## config.mk

```make
export PLATFORM = sky130hd
export DESIGN_NAME = bidir_rx_unpack
export DESIGN_NICKNAME = d
export VERILOG_FILES = /design/src/rtl/bidir_pkg.sv /design/src/rtl/bidir_lane_sel.sv /design/src/rtl/bidir_rx_unpack.sv
export SDC_FILE = /design/constraint.sdc
export NUM_CORES = 1
export LEC_CHECK = 0
export BUFFER_PORTS_ARGS = -buffer_cell sky130_fd_sc_hd__buf_2
export CAP_MARGIN = 30
export CORE_ASPECT_RATIO = 1.75
export CORE_MARGIN = 2
export CORE_UTILIZATION = 35
export DETAILED_ROUTE_END_ITERATION = 8
export HOLD_SLACK_MARGIN = 0.08
export PLACE_DENSITY = 0.61
export SLEW_MARGIN = 20
export SYNTH_ARGS = -nofsm -noshare
export SYNTH_HDL_FRONTEND = slang
export SYNTH_SLANG_ARGS = --single-unit
```

## constraint.sdc

```tcl
create_clock -name clk -period 8.6 [get_ports clk]
set_input_delay 1.29 -clock clk [delete_from_list [all_inputs] [get_ports clk]]
set_output_delay 1.29 -clock clk [all_outputs]
set_load 0.01 [all_outputs]
```

## src/rtl/bidir_pkg.sv

```systemverilog
// Shared lane geometry and FSM state type for the BiDir receive unpacker.
package bidir_pkg;

  localparam int unsigned LANE_W     = 16;
  localparam int unsigned N_LANES    = 3;
  localparam int unsigned LANE_IDX_W = 2;

  typedef enum logic {
    ST_EMPTY = 1'b0,
    ST_SEND  = 1'b1
  } rx_state_t;

endpackage

```

## src/rtl/bidir_lane_sel.sv

```systemverilog
// Picks the lowest pending lane, the mask left after it, and whether it is the final one.
module bidir_lane_sel #(
  parameter int unsigned N  = 3,
  parameter int unsigned IW = 2
) (
  input  logic [N-1:0]  mask,
  output logic [IW-1:0] idx,
  output logic [N-1:0]  rest,
  output logic          last
);

  // Scan downward so the lowest set bit is the last one written.
  always_comb begin
    idx = '0;
    for (int i = int'(N) - 1; i >= 0; i--) begin
      if (mask[i]) idx = IW'(i);
    end
  end

  assign rest = mask & (mask - N'(1));
  assign last = (|mask) & ~(|rest);

endmodule

```

## src/rtl/bidir_rx_unpack.sv

```systemverilog
// Splits wide BiDir receive beats into per-lane samples, skipping lanes with no strobes.
module bidir_rx_unpack
  import bidir_pkg::*;
#(
  parameter int unsigned IN_DW  = LANE_W * N_LANES,
  parameter int unsigned OUT_DW = LANE_W,
  parameter int unsigned CNT_W  = 32
) (
  input  logic                  clk,
  input  logic                  rst,
  input  logic                  s_axis_tvalid,
  output logic                  s_axis_tready,
  input  logic [IN_DW-1:0]      s_axis_tdata,
  input  logic [IN_DW/8-1:0]    s_axis_tstrb,
  input  logic                  s_axis_tlast,
  output logic                  m_axis_tvalid,
  input  logic                  m_axis_tready,
  output logic [OUT_DW-1:0]     m_axis_tdata,
  output logic [OUT_DW/8-1:0]   m_axis_tstrb,
  output logic                  m_axis_tlast,
  input  logic                  clr_cnt,
  output logic [CNT_W-1:0]      sample_cnt,
  output logic [CNT_W-1:0]      frame_cnt,
  output logic [CNT_W-1:0]      drop_cnt,
  output logic                  strb_err
);

  localparam int unsigned NL = IN_DW / OUT_DW;
  localparam int unsigned SW = OUT_DW / 8;
  localparam int unsigned IW = (NL > 1) ? $clog2(NL) : 1;

  rx_state_t state, state_nxt;

  logic [IN_DW-1:0]   buf_data;
  logic [IN_DW/8-1:0] buf_strb;
  logic               buf_last;
  logic [NL-1:0]      rem_mask;

  logic [OUT_DW-1:0]  in_lane   [NL];
  logic [SW-1:0]      in_lstrb  [NL];
  logic [OUT_DW-1:0]  buf_lane  [NL];
  logic [SW-1:0]      buf_lstrb [NL];
  logic [NL-1:0]      in_mask;
  logic [NL-1:0]      in_part;

  logic [NL-1:0]      sel_mask;
  logic [NL-1:0]      sel_rest;
  logic [IW-1:0]      sel_idx;
  logic               sel_last;

  logic s_hs, m_hs, load_new, advance;

  // Lane views of the incoming beat and the buffered beat.
  for (genvar k = 0; k < NL; k++) begin : g_lane
    assign in_lane[k]   = s_axis_tdata[k*OUT_DW +: OUT_DW];
    assign in_lstrb[k]  = s_axis_tstrb[k*SW +: SW];
    assign buf_lane[k]  = buf_data[k*OUT_DW +: OUT_DW];
    assign buf_lstrb[k] = buf_strb[k*SW +: SW];
    assign in_mask[k]   = |in_lstrb[k];
    assign in_part[k]   = (|in_lstrb[k]) & ~(&in_lstrb[k]);
  end

  assign m_hs          = m_axis_tvalid & m_axis_tready;
  assign s_axis_tready = (state == ST_EMPTY) | (m_hs & ~(|rem_mask));
  assign s_hs          = s_axis_tvalid & s_axis_tready;
  assign load_new      = s_hs & (|in_mask);
  assign advance       = m_hs & (|rem_mask);
  assign sel_mask      = load_new ? in_mask : rem_mask;

  bidir_lane_sel #(
    .N  (NL),
    .IW (IW)
  ) u_lane_sel (
    .mask (sel_mask),
    .idx  (sel_idx),
    .rest (sel_rest),
    .last (sel_last)
  );

  // State register.
  always_ff @(posedge clk or posedge rst) begin
    if (rst) state <= ST_EMPTY;
    else     state <= state_nxt;
  end

  // Next state: a fresh non-empty beat always lands in SEND; the final lane drains to EMPTY.
  always_comb begin
    state_nxt = state;
    case (state)
      ST_EMPTY: if (load_new) state_nxt = ST_SEND;
      ST_SEND:  if (!load_new && m_hs && !(|rem_mask)) state_nxt = ST_EMPTY;
      default:  state_nxt = ST_EMPTY;
    endcase
  end

  // Beat buffer, captured on every accepted non-empty beat.
  always_ff @(posedge clk or posedge rst) begin
    if (rst) begin
      buf_data <= '0;
      buf_strb <= '0;
      buf_last <= 1'b0;
    end else if (load_new) begin
      buf_data <= s_axis_tdata;
      buf_strb <= s_axis_tstrb;
      buf_last <= s_axis_tlast;
    end
  end

  // Output sample register and pending-lane mask; held while the sink stalls.
  always_ff @(posedge clk or posedge rst) begin
    if (rst) begin
      m_axis_tvalid <= 1'b0;
      m_axis_tdata  <= '0;
      m_axis_tstrb  <= '0;
      m_axis_tlast  <= 1'b0;
      rem_mask      <= '0;
    end else if (load_new || advance) begin
      m_axis_tvalid <= 1'b1;
      m_axis_tdata  <= load_new ? in_lane[sel_idx]  : buf_lane[sel_idx];
      m_axis_tstrb  <= load_new ? in_lstrb[sel_idx] : buf_lstrb[sel_idx];
      m_axis_tlast  <= sel_last & (load_new ? s_axis_tlast : buf_last);
      rem_mask      <= sel_rest;
    end else if (m_hs) begin
      m_axis_tvalid <= 1'b0;
    end
  end

  // Status counters and sticky partial-strobe flag; clear wins over increment.
  always_ff @(posedge clk or posedge rst) begin
    if (rst) begin
      sample_cnt <= '0;
      frame_cnt  <= '0;
      drop_cnt   <= '0;
      strb_err   <= 1'b0;
    end else if (clr_cnt) begin
      sample_cnt <= '0;
      frame_cnt  <= '0;
      drop_cnt   <= '0;
      strb_err   <= 1'b0;
    end else begin
      if (m_hs)                   sample_cnt <= sample_cnt + CNT_W'(1);
      if (m_hs && m_axis_tlast)   frame_cnt  <= frame_cnt + CNT_W'(1);
      if (s_hs && !(|in_mask))    drop_cnt   <= drop_cnt + CNT_W'(1);
      if (load_new && (|in_part)) strb_err   <= 1'b1;
    end
  end

endmodule

```

==> out/qor.log <==
INFO  logic_synthesis synth.area.mux_share=0.04764
INFO  logic_synthesis postSynthAreaPerCell=10.06squm
INFO  sta            final-setup-viol-count=0
INFO  die            core=24530squm
INFO  layout         most_common_library_cell_in_the_layout_ignoring_fill_and_taps=buf_2
INFO  layout         areaGrowthSynthToFinish=20.95%
INFO  power_and_ir_drop switching_part_of_the_total=0.3522
INFO  die            initial_utilization=0.3554
INFO  routing        drtPass1Iterations=4
INFO  worst_setup_path critPathMostFrequentCell=buf_2
INFO  layout         drive_gt1_frac=0.2742
INFO  logic_synthesis synth_cells=867
INFO  clock_tree     ctsHoldBuffers=0
INFO  power_and_ir_drop power_density=255.4nW/um^2
INFO  sta            maxSlewHeadroom=0.4197
INFO  layout         layout.nets=1096
INFO  logic_synthesis synth.net_count=933
INFO  placement      post-dp-hpwl=16570um
INFO  sta            worst_pin_slew=0.8680ns
INFO  logic_synthesis synth-edff-count=0
INFO  power_and_ir_drop total_switching_power=948.7uW
INFO  clock_tree     cts_made_buffers=17
INFO  routing        routed_wire_length_per_instance=17.50um
INFO  worst_setup_path slowest_stage=nor2_2
INFO  worst_setup_path cp_top_family=simple AND/OR/NAND/NOR gates
INFO  run_status     run_status=finished, final reports clean
INFO  routing        vias_per_cell=5.219
INFO  sta            timing.final.max_slew_violations=0
INFO  worst_setup_path path_type_of_the_worst_setup_path=input pin to output port
INFO  grt            global_route.usage.total=0.1870
INFO  clock_tree     tritoncts_clock_tree=done
INFO  clock_tree     cts_resized=0
INFO  layout         diodes=0
INFO  clock_tree     postCtsSetupRepairBufs=0
INFO  worst_setup_path path_max_fanout=12
INFO  layout         layoutNonFillerInstCount=1355
INFO  clock_tree     clock_tree.root_cell=clkbuf_16
INFO  grt            first_global_vias=6983
INFO  logic_synthesis synth_compound_gate_area_share=0.1152
INFO  logic_synthesis synth_cell_type_count=65
INFO  sta            clock.fmax=0.2622GHz
INFO  routing        routed_wirelength=23710um
INFO  routing        antenna_violating_nets_post_route=0
INFO  power_and_ir_drop power_frac_seq=0.410
INFO  routing        initialDrtViolationCount=344
INFO  grt            pin_count_of_the_biggest_net_entering_global_routing=100
INFO  logic_synthesis synth_top_family_by_area=simple AND/OR/NAND/NOR gates
INFO  clock_tree     clock_sink_count=175
INFO  logic_synthesis synth-xor-area-share=0.07634
INFO  min_path       min_delay_worst_type=flip-flop to flip-flop
INFO  grt            grt.overflow.total=0
INFO  power_and_ir_drop vdd_ir_drop_max=156.9uV
INFO  sta            grt_setup_unrepaired=false
INFO  logic_synthesis synthArstFlopShare=1.000
INFO  logic_synthesis synthAdderAreaFrac=0.008610
INFO  worst_setup_path worstSetupStartpointType=input pin
INFO  sta            hold_viol=0
INFO  logic_synthesis yosys.area_share.simple=0.1992
INFO  grt            antenna_found_initial=0
INFO  sta            crit_share_post_route=0.4435
INFO  die            dieArea=26240squm
INFO  routing        dr_total_vias=7072
INFO  sta            final.setup.tns=0ns
INFO  die            design.portCount=178
INFO  power_and_ir_drop power_leakage=4.848nW
INFO  power_and_ir_drop share_clk_of_total_power=0.285
INFO  clock_tree     clk-insertion-delay-late=0.46ns
INFO  clock_tree     h-tree-depth=4
INFO  worst_setup_path worstPathCellList=buf_2, and4bb_4, nor2_2, buf_8, inv_1, buf_2
INFO  clock_tree     clk_transition_reported_paths=0.07ns
INFO  power_and_ir_drop cell_internal_pwr=1.745mW
INFO  placement      numPortBuffers=177
INFO  die            chipWidth=123.3um
INFO  worst_setup_path cp.required=7.31ns
INFO  die            die_y=212.8um
INFO  layout         layout.cells.most_common_list=buf_2 (176), dfrtp_1 (175), nor2_1 (112)
INFO  sta            post-route-min-period=3.815ns
INFO  worst_setup_path crit_arrival=2.52ns
INFO  die            rows=76
INFO  worst_setup_path cp.buffers_inverters=4
INFO  grt            grt_pass1_wl=37630um
INFO  worst_setup_path worstSetupEndpointType=output port
INFO  placement      routabilityCongestion=0.8012
INFO  clock_tree     clock_tree.buffer_depth=2
INFO  logic_synthesis ys_ff_latch=175
INFO  flow_run       drv_cap=0
INFO  layout         fillers=2434
INFO  logic_synthesis synth-main-ff-cell=dfrtp_1
INFO  logic_synthesis ys.warnings.count=0
INFO  worst_setup_path critPathMaxStageDelay=0.37ns
INFO  logic_synthesis fraction_of_the_yosys_area_taken_by_sequential_cells=0.5022
INFO  placement      dpl.cell_count=1320
INFO  power_and_ir_drop pwr-share-comb=0.305
INFO  routing        drc=0
INFO  logic_synthesis mappedNetlistArea=8720squm
INFO  sta            final.setup_skew=0.009080ns
-- flip-flops by register name (all words and copies together) (netlist names), 2 cells and up --
register and cells:
buf_data 48, buf_strb 6, drop_cnt 32, frame_cnt 32, m_axis_tdata 16, m_axis_tstrb 2
rem_mask 2, sample_cnt 32
-- final timing paths --
kind / from / cells after the start / slack (ns) / to
worst max-delay path: m_axis_tready / 6 / 4.79 / s_axis_tready
worst min-delay path: buf_data[0]$_DFFE_PP0N_ / 2 / 0.48 / buf_data[0]$_DFFE_PP0N_
worst max register to register: state$_DFF_PP0_ / 5 / 6.01 / m_axis_tdata[14]$_DFFE_PP0P_
worst min register to register: buf_data[0]$_DFFE_PP0N_ / 2 / 0.48 / buf_data[0]$_DFFE_PP0N_
max in group asynchronous: rst / 5 / 6.40 / buf_data[42]$_DFFE_PP0N_
min in group asynchronous: rst / 2 / 0.77 / frame_cnt[20]$_DFFE_PP0P_
-- worst register-to-register path: stages, from the launching register on --
cell	delay, ns
dfrtp_1	0.47
nand2b_1	0.24
o21ai_2	0.46
nand2_1	0.64
a221oi_1	0.53
o31ai_1	0.12
-- logic make-up (layout without fill, tap and decap cells) --
kind of cell             Yosys count  count (layout)
AO/OA/AOI/OAI                    130             130
multiplexers                      37              37
flip-flops                       175             175
buffers and inverters             99             275
XOR/XNOR                          76              76
adder cells (fa/ha/maj)            6               6
AND/OR/NAND/NOR                  344             344
-- cell usage after synthesis, types with 3 or more instances --
library cell    n  share of area
dfrtp_1       175           0.50
nor2_1        113          0.049
nand2_1        81          0.035
inv_1          53          0.023
xnor2_1        42          0.042
o21ai_0        36          0.021
xor2_1         34          0.034
nand3_1        32          0.018
mux2_2         31          0.040
clkbuf_1       23         0.0099
nand4_1        23          0.017
nor4_1         17          0.012
o32ai_1        17          0.017
a21oi_1        16         0.0092
and4_1         15          0.015
o31ai_1        15          0.013
a221oi_1       14          0.014
nor3_1         12         0.0069
or3_1          12         0.0086
buf_2           9         0.0052
and3_1          8         0.0057
and2_1          7         0.0050
buf_6           7         0.0090
ha_1            6         0.0086
nand2b_1        6         0.0043
nor4_2          6         0.0086
mux2_1          5         0.0065
buf_1           4         0.0017
a221oi_2        3         0.0052
o31ai_2         3         0.0043
-- metal layers --
layer,track usage,up-vias,routed length (um)
met3,0.03846,35,945
met5,0,-,0
met1,0.2098,3501,9271
met4,0.08033,0,666
met2,0.3363,176,12820
li1,-,3360,-
-- power by group through the flow --
| stage | Combinational [mW] | Sequential [mW] | Clock, mW |
|---|---|---|---|
| CTS | 0.814 | 1.11 | 0.789 |
| global route | 0.914 | 1.13 | 0.823 |
| global placement | 0.768 | 1.12 | 0 |
| finish | 0.823 | 1.10 | 0.767 |
| floorplan | 0.576 | 1.11 | 0 |
| detailed placement | 0.813 | 1.12 | 0 |
-- stage by stage --
step / setup WS [ns] / hold WS (ns) / instance area, sq um / total power [mW] / util
after floorplan: 2.565 / 0.4495 / 8720 / 1.685 / -
after global placement: 4.203 / 0.4636 / 9813 / 1.885 / 0.4000
after detailed placement: 4.323 / 0.4690 / 9913 / 1.932 / 0.4041
after CTS: 4.775 / 0.4865 / 10480 / 2.710 / 0.4272
after global routing: 4.720 / 0.5097 / 10550 / 2.867 / 0.4299
final: 4.786 / 0.4803 / 10550 / 2.694 / 0.4299
-- final cells by class --
class                      instances  area [sq um]  area share
sequential                       175          4379      0.4152
multi-input combinational        593          3918      0.3715
timing repair buffer             189          1085      0.1029
clock buffer                      17         425.4     0.04034
tap                              312         390.4     0.03701
inverter                          54         207.7     0.01969
clock inverter                    15         141.4     0.01341
No activity file was read; power rests on OpenSTA's default activity.
